File: src/rtl/mem_pkg.sv
// Shared types and helpers for the data-memory responder.
package mem_pkg;

  localparam int WORD_BYTES = 8;

  typedef enum logic [1:0] {
    IDLE = 2'd0,
    WAIT = 2'd1,
    RESP = 2'd2
  } state_t;

  typedef struct packed {
    logic        write;
    logic [63:0] addr;
    logic [63:0] wdata;
  } mem_req_t;

  // Byte address to doubleword index; the low bits are checked separately for alignment.
  function automatic logic [60:0] addr_to_index(input logic [63:0] addr);
    return addr[63:$clog2(WORD_BYTES)];
  endfunction

endpackage

File: src/rtl/data_mem_responder_if.sv
// Request/response handshake bundle between the load/store stage and data memory.
interface data_mem_responder_if #(
  parameter int DATA_W = 64
);
  logic              req_valid;
  logic              req_ready;
  logic              req_write;
  logic [63:0]       req_addr;
  logic [DATA_W-1:0] req_wdata;
  logic              rsp_valid;
  logic              rsp_ready;
  logic [DATA_W-1:0] rsp_rdata;
  logic              rsp_error;

  modport master (
    output req_valid, req_write, req_addr, req_wdata, rsp_ready,
    input  req_ready, rsp_valid, rsp_rdata, rsp_error
  );

  modport slave (
    input  req_valid, req_write, req_addr, req_wdata, rsp_ready,
    output req_ready, rsp_valid, rsp_rdata, rsp_error
  );
endinterface

File: src/rtl/mem_word_array.sv
// DEPTH x DATA_W register array: synchronous clear and write, asynchronous indexed read.
module mem_word_array #(
  parameter int DEPTH  = 32,
  parameter int DATA_W = 64,
  parameter int IDX_W  = (DEPTH > 1) ? $clog2(DEPTH) : 1
) (
  input  logic              clk,
  input  logic              clr,
  input  logic              we,
  input  logic [IDX_W-1:0]  widx,
  input  logic [DATA_W-1:0] wdata,
  input  logic [IDX_W-1:0]  ridx,
  output logic [DATA_W-1:0] rdata
);

  logic [DATA_W-1:0] word_reg [DEPTH];

  genvar gi;
  generate
    for (gi = 0; gi < DEPTH; gi++) begin : g_word
      always_ff @(posedge clk) begin
        if (clr) begin
          word_reg[gi] <= '0;
        end else if (we && (widx == IDX_W'(gi))) begin
          word_reg[gi] <= wdata;
        end
      end
    end
  endgenerate

  assign rdata = word_reg[ridx];

endmodule

File: src/rtl/data_mem_responder.sv
// Memory-side responder: accepts one load/store, waits LATENCY cycles, then returns a held response.
module data_mem_responder
  import mem_pkg::*;
#(
  parameter int DEPTH   = 32,
  parameter int LATENCY = 2,
  parameter int DATA_W  = 64
) (
  input logic                 clk,
  input logic                 reset_n,
  data_mem_responder_if.slave bus
);

  localparam int IDX_W = (DEPTH > 1) ? $clog2(DEPTH) : 1;

  state_t            state_reg, state_next;
  logic [3:0]        cnt_reg, cnt_next;
  mem_req_t          req_reg, req_next;
  logic              req_ready_reg, req_ready_next;
  logic              rsp_valid_reg, rsp_valid_next;
  logic [DATA_W-1:0] rsp_rdata_reg, rsp_rdata_next;
  logic              rsp_error_reg, rsp_error_next;

  mem_req_t          cur_req;
  logic              accept;
  logic              commit;
  logic [60:0]       word_idx;
  logic              access_err;
  logic              mem_we;
  logic [DATA_W-1:0] rd_word;

  // With LATENCY=1 the accept edge is also the commit edge, so use the live inputs there.
  assign cur_req    = (state_reg == IDLE) ? {bus.req_write, bus.req_addr, bus.req_wdata} : req_reg;
  assign accept     = (state_reg == IDLE) && req_ready_reg && bus.req_valid;
  assign commit     = ((LATENCY == 1) && accept) || ((state_reg == WAIT) && (cnt_reg == 4'd1));
  assign word_idx   = addr_to_index(cur_req.addr);
  assign access_err = (cur_req.addr[2:0] != 3'd0) || (word_idx >= 61'(DEPTH));
  assign mem_we     = commit && cur_req.write && !access_err;

  mem_word_array #(
    .DEPTH  (DEPTH),
    .DATA_W (DATA_W),
    .IDX_W  (IDX_W)
  ) u_array (
    .clk   (clk),
    .clr   (!reset_n),
    .we    (mem_we),
    .widx  (word_idx[IDX_W-1:0]),
    .wdata (cur_req.wdata),
    .ridx  (word_idx[IDX_W-1:0]),
    .rdata (rd_word)
  );

  always_comb begin
    state_next     = state_reg;
    cnt_next       = cnt_reg;
    req_next       = req_reg;
    req_ready_next = req_ready_reg;
    rsp_valid_next = rsp_valid_reg;
    rsp_rdata_next = rsp_rdata_reg;
    rsp_error_next = rsp_error_reg;

    case (state_reg)
      IDLE: begin
        // req_ready lags the return to IDLE by one cycle, giving LATENCY+2 cycles per transaction.
        req_ready_next = 1'b1;
        if (accept) begin
          req_next       = cur_req;
          req_ready_next = 1'b0;
          state_next     = WAIT;
          cnt_next       = 4'(LATENCY - 1);
        end
      end
      WAIT: begin
        if (cnt_reg != 4'd1) begin
          cnt_next = cnt_reg - 4'd1;
        end
      end
      RESP: begin
        if (bus.rsp_ready) begin
          state_next     = IDLE;
          rsp_valid_next = 1'b0;
          rsp_rdata_next = '0;
          rsp_error_next = 1'b0;
        end
      end
      default: state_next = IDLE;
    endcase

    if (commit) begin
      state_next     = RESP;
      cnt_next       = 4'd0;
      rsp_valid_next = 1'b1;
      rsp_error_next = access_err;
      rsp_rdata_next = (cur_req.write || access_err) ? '0 : rd_word;
    end
  end

  always_ff @(posedge clk) begin
    if (!reset_n) begin
      state_reg     <= IDLE;
      cnt_reg       <= 4'd0;
      req_reg       <= '0;
      req_ready_reg <= 1'b1;
      rsp_valid_reg <= 1'b0;
      rsp_rdata_reg <= '0;
      rsp_error_reg <= 1'b0;
    end else begin
      state_reg     <= state_next;
      cnt_reg       <= cnt_next;
      req_reg       <= req_next;
      req_ready_reg <= req_ready_next;
      rsp_valid_reg <= rsp_valid_next;
      rsp_rdata_reg <= rsp_rdata_next;
      rsp_error_reg <= rsp_error_next;
    end
  end

  assign bus.req_ready = req_ready_reg;
  assign bus.rsp_valid = rsp_valid_reg;
  assign bus.rsp_rdata = rsp_rdata_reg;
  assign bus.rsp_error = rsp_error_reg;

endmodule

File: src/flat_wrapper.sv
// flat-port wrapper written by rule: the top's interface ports become plain ports
module data_mem_responder_flat import mem_pkg::*;
#(
  parameter int DEPTH   = 32,
  parameter int LATENCY = 2,
  parameter int DATA_W  = 64
)
  (clk, reset_n, bus_req_valid, bus_req_write, bus_req_addr, bus_req_wdata, bus_rsp_ready, bus_req_ready, bus_rsp_valid, bus_rsp_rdata, bus_rsp_error);
  data_mem_responder_if #(.DATA_W(DATA_W)) bus_i ();
  input logic clk;
  input logic reset_n;
  input wire logic [$bits(bus_i.req_valid)-1:0] bus_req_valid;
  input wire logic [$bits(bus_i.req_write)-1:0] bus_req_write;
  input wire logic [$bits(bus_i.req_addr)-1:0] bus_req_addr;
  input wire logic [$bits(bus_i.req_wdata)-1:0] bus_req_wdata;
  input wire logic [$bits(bus_i.rsp_ready)-1:0] bus_rsp_ready;
  output wire logic [$bits(bus_i.req_ready)-1:0] bus_req_ready;
  output wire logic [$bits(bus_i.rsp_valid)-1:0] bus_rsp_valid;
  output wire logic [$bits(bus_i.rsp_rdata)-1:0] bus_rsp_rdata;
  output wire logic [$bits(bus_i.rsp_error)-1:0] bus_rsp_error;
  assign bus_i.req_valid = bus_req_valid;
  assign bus_i.req_write = bus_req_write;
  assign bus_i.req_addr = bus_req_addr;
  assign bus_i.req_wdata = bus_req_wdata;
  assign bus_i.rsp_ready = bus_rsp_ready;
  assign bus_req_ready = bus_i.req_ready;
  assign bus_rsp_valid = bus_i.rsp_valid;
  assign bus_rsp_rdata = bus_i.rsp_rdata;
  assign bus_rsp_error = bus_i.rsp_error;
  data_mem_responder #(.DEPTH(DEPTH), .LATENCY(LATENCY), .DATA_W(DATA_W)) u_core (.clk(clk), .reset_n(reset_n), .bus(bus_i));
endmodule
File: config.mk
export PLATFORM = sky130hd
export DESIGN_NAME = data_mem_responder_flat
export DESIGN_NICKNAME = d
export VERILOG_FILES = /design/src/rtl/mem_pkg.sv /design/src/rtl/data_mem_responder_if.sv /design/src/rtl/mem_word_array.sv /design/src/rtl/data_mem_responder.sv /design/src/flat_wrapper.sv
export SDC_FILE = /design/constraint.sdc
export NUM_CORES = 2
export LEC_CHECK = 0
export ABC_AREA = 1
export CORE_MARGIN = 1
export CORE_UTILIZATION = 55
export DETAILED_ROUTE_END_ITERATION = 6
export PLACE_DENSITY = 0.72
export SLEW_MARGIN = 20
export SYNTH_ARGS = -nofsm -noshare
export SYNTH_HDL_FRONTEND = slang
export SYNTH_SLANG_ARGS = --single-unit
File: constraint.sdc
create_clock -name clk -period 5 [get_ports clk]
set_clock_uncertainty 0.05 [all_clocks]
set_input_delay 1 -clock clk [delete_from_list [all_inputs] [get_ports clk]]
set_output_delay 1 -clock clk [all_outputs]
set_load 0.05 [all_outputs]
==> results.toml <==
[outcome]
outcome = "complete, but fails checks"
failed_checks = "DRC"

[global_routing]
grt_pass1_wl_um = 588800
gr-usage-met2_pct = 58.13
use_met1_pct = 48.84
grt_antenna_before_repair = 5
met3_usage_pct = 9.536
busiest_layer = "met2"
grt-ovfl-total = 0
grt_max_degree = 187
grt_usage_pct = 37.86
grt_pass1_vias = 90510

[logic_synthesis]
ys_ff_latch = 2250
synthTopCellsByCount = "4,111 x nand2_1, 2,048 x edfxtp_1, 1,816 x inv_1, 1,155 x nor2_1, 710 x nand3_1"
syn-num-nets = 13480
netlist.top_cell.by_area = "edfxtp_1"
synthTopCellsByArea = "edfxtp_1 54%, nand2_1 13%, inv_1 5.9%, nor3_2 4.3%, nor2_1 3.8%"
netlist_area_mm2 = 0.1147
synth.avg_cell_area_um2 = 8.596
synthMostInstantiatedCell = "nand2_1"
synth_ff_type = "edfxtp_1"
synth_top_area_share_pct = 53.61
yosysWarnings = 0
syn_inst = 13350
async_flop_share_pct = 0
synth_seq_area_share_pct = 57.13
synth_cell_types = 32
synth_edf_count = 2048

[floorplanning]
chipWidth_um = 458.7
core_area_mm2 = 0.2073
dieArea_mm2 = 0.2104
num_rows = 167
start_util_pct = 55.34
ios = 200
die_y_um = 458.7

[power_and_ir_drop]
p_leak_uw = 0.05572
p_clk_share_pct = 34.8
switchingPower_uw = 16190
ir_worst_vdd_uv = 413.7
p_int_uw = 33880
netSwitchingFraction_pct = 32.33
p_per_area_mw_per_mm2 = 391.4
p_seq_share_pct = 43.6
combPwrFrac_pct = 21.7

[worst_setup_path]
regToRegSetupSlack_ps = 590
end_kind = "flop"
path_buf_inv = 4
path_max_fanout = 33
critPathRequiredTime_ps = 5520
start_kind = "flop"
path_class = "flop to flop"
cp_slowest_stage_delay_ps = 870
cp_slowest_cell = "buf_4"
worstPathCellList = "nor2_4 -> buf_4 -> nand2_1 -> nand2_4 -> nor2_1 -> inv_1 -> nor2_1 -> nand4_1 -> buf_4 -> buf_4 -> nor3_2"
critPathTopFamily = "buffers and inverters"
critical_path_arrival_ps = 4930
crit_top_cell = "buf_4"

[clock_tree]
cts_resized = 0
hold_buffers = 0
htree_levels = 4
clock_latency_ps = 890
cts_setup_buffers = 0
root_buffer = "clkbuf_16"
cts_tree = "yes"
cts_buffer_depth = 3
cts_num_sinks = 2250
clk_pin_slew_worst_paths_ps = 60
cts_inserted_buffers = 231

[placement]
io_buffers = 199
hpwl_um = 212100
place_congestion = 0.8899

[sta]
maxSlewViolCount = 0
rsz0062_at_grt = "false"
clock.fmax_mhz = 226.8
fin_crit_sh_pct = 88.17
finalSetupViolations = 0
period_needed_ps = 4408
setup_tns_ps = 0
max_slew_margin_pct = 20.23
final_hold_viol_count = 0
worst_pin_slew_ps = 1197

[min_path]
hp-class = "flop to flop"

[detailed_routing]
routedWlPerCell_um = 25.33
vias = 95480
avgViaCountPerCell = 5.977
drc = 2
ant_nets = 0
first_pass_iters = 7
first_iter_violations = 15120
wirelength_um = 404700

[layout]
fin_util_pct = 61.71
fin_nets = 13110
syn_to_final_growth_pct = 11.50
largest_reg_flops = 2048
drive_above_1_share_pct = 9.681

[job]
cap_violations = 0
cells in the final DEF (no fill, tap or decap), types with 3 or more instances in the layout:
cell             synthesis  routed
a21oi_1                453     453
buf_12                   0     123
buf_4                   21     187
bufinv_16                0      19
clkbuf_1               709      65
clkbuf_16                0     235
clkbuf_8                 0      13
clkdlybuf4s50_1          0     198
clkinv_1                 1      45
clkinv_2                 0      39
clkinv_4                 0       4
clkinv_8                 0       6
clkinvlp_4               0       4
dfxtp_1                202     202
diode_2                  0       7
edfxtp_1              2048    2048
inv_1                 1816    1813
inv_2                   10       8
inv_4                    0       3
inv_6                    0       3
inv_8                    0       3
mux2i_2                  0       3
mux2i_4                  0      61
nand2_1               4111    4073
nand2_4                  0      38
nand3_1                710     709
nand3_4                 12      15
nand3b_1                64      64
nand4_1                 18      18
nor2_1                1155    1153
nor2_4                   2       7
nor3_1                 612     612
nor3_2                 491     491
o21ai_0                408     408
o21ai_1                 37      37
routing by layer:
layer	up-vias	wire, um
met4	6	27750
met3	1525	60920
met2	7547	176200
met1	44620	139800
li1	41790	-
met5	-	46
cell type report:
| class | count | area [um2] |
|---|---|---|
| Fill cell | 17300 | 79370 |
| Sequential cell | 2250 | 65540 |
| Multi-Input combinational cell | 8157 | 38580 |
| Inverter | 1827 | 6888 |
| Clock buffer | 313 | 6304 |
| Timing Repair Buffer | 510 | 5891 |
| Tap cell | 2788 | 3488 |
| Clock inverter | 123 | 1204 |
| Antenna cell | 7 | 17.52 |
worst min-delay path, stage by stage (launching register included):
cell and delay [ps]:
dfxtp_1 310, nand2_1 60, a21oi_1 50
power by group through the flow:
stage          combinational, uW  clock, uW  sequential [uW]
2_1_floorplan               6420          0            22100
4_1_cts                    10500      17400            21800
5_1_grt                    11500      18100            21900
3_3_place_gp               10300          0            22100
3_5_place_dp               10400          0            22200
6_report                   10900      17400            21800
through the flow:
stage / instance area, um2 / total power (uW) / instances / hold slack, ps / setup slack, ps
after global routing: 127900 / 51490 / 15970 / 427.3 / 525.9
after global placement: 120400 / 32490 / 15530 / 400.7 / 536.3
final: 127900 / 50070 / 15980 / 412.0 / 591.5
after detailed placement: 120400 / 32620 / 15530 / 405.8 / 492.9
after floorplan: 114700 / 28520 / 13350 / 394.1 / 795.7
after CTS: 127900 / 49670 / 15970 / 415.2 / 797.9
final timing paths:
kind | start | end | cells after the start
setup / recovery | u_core.state_reg[1] | u_core.u_array.word_reg[29][20] | 11
hold / removal | u_core.bus.rsp_rdata[47] | u_core.bus.rsp_rdata[47] | 2
setup reg to reg | u_core.state_reg[1] | u_core.u_array.word_reg[29][20] | 11
hold reg to reg | u_core.bus.rsp_rdata[47] | u_core.bus.rsp_rdata[47] | 2
kinds of logic (layout without fill, tap and decap cells):
family | after synthesis | in the layout | share of synthesized area, %
and+or+nand+nor | 7187 | 7187 | 28.07
AOI/OAI and AO/OA | 904 | 904 | 3.956
buffers and inverters | 2939 | 2773 | 10.26
DFF | 2250 | 2250 | 57.13
other | 0 | 7 | 0
adders and majority gates | 2 | 2 | 0.02181
muxes | 64 | 64 | 0.5584
(Power assumes the default switching activity.)
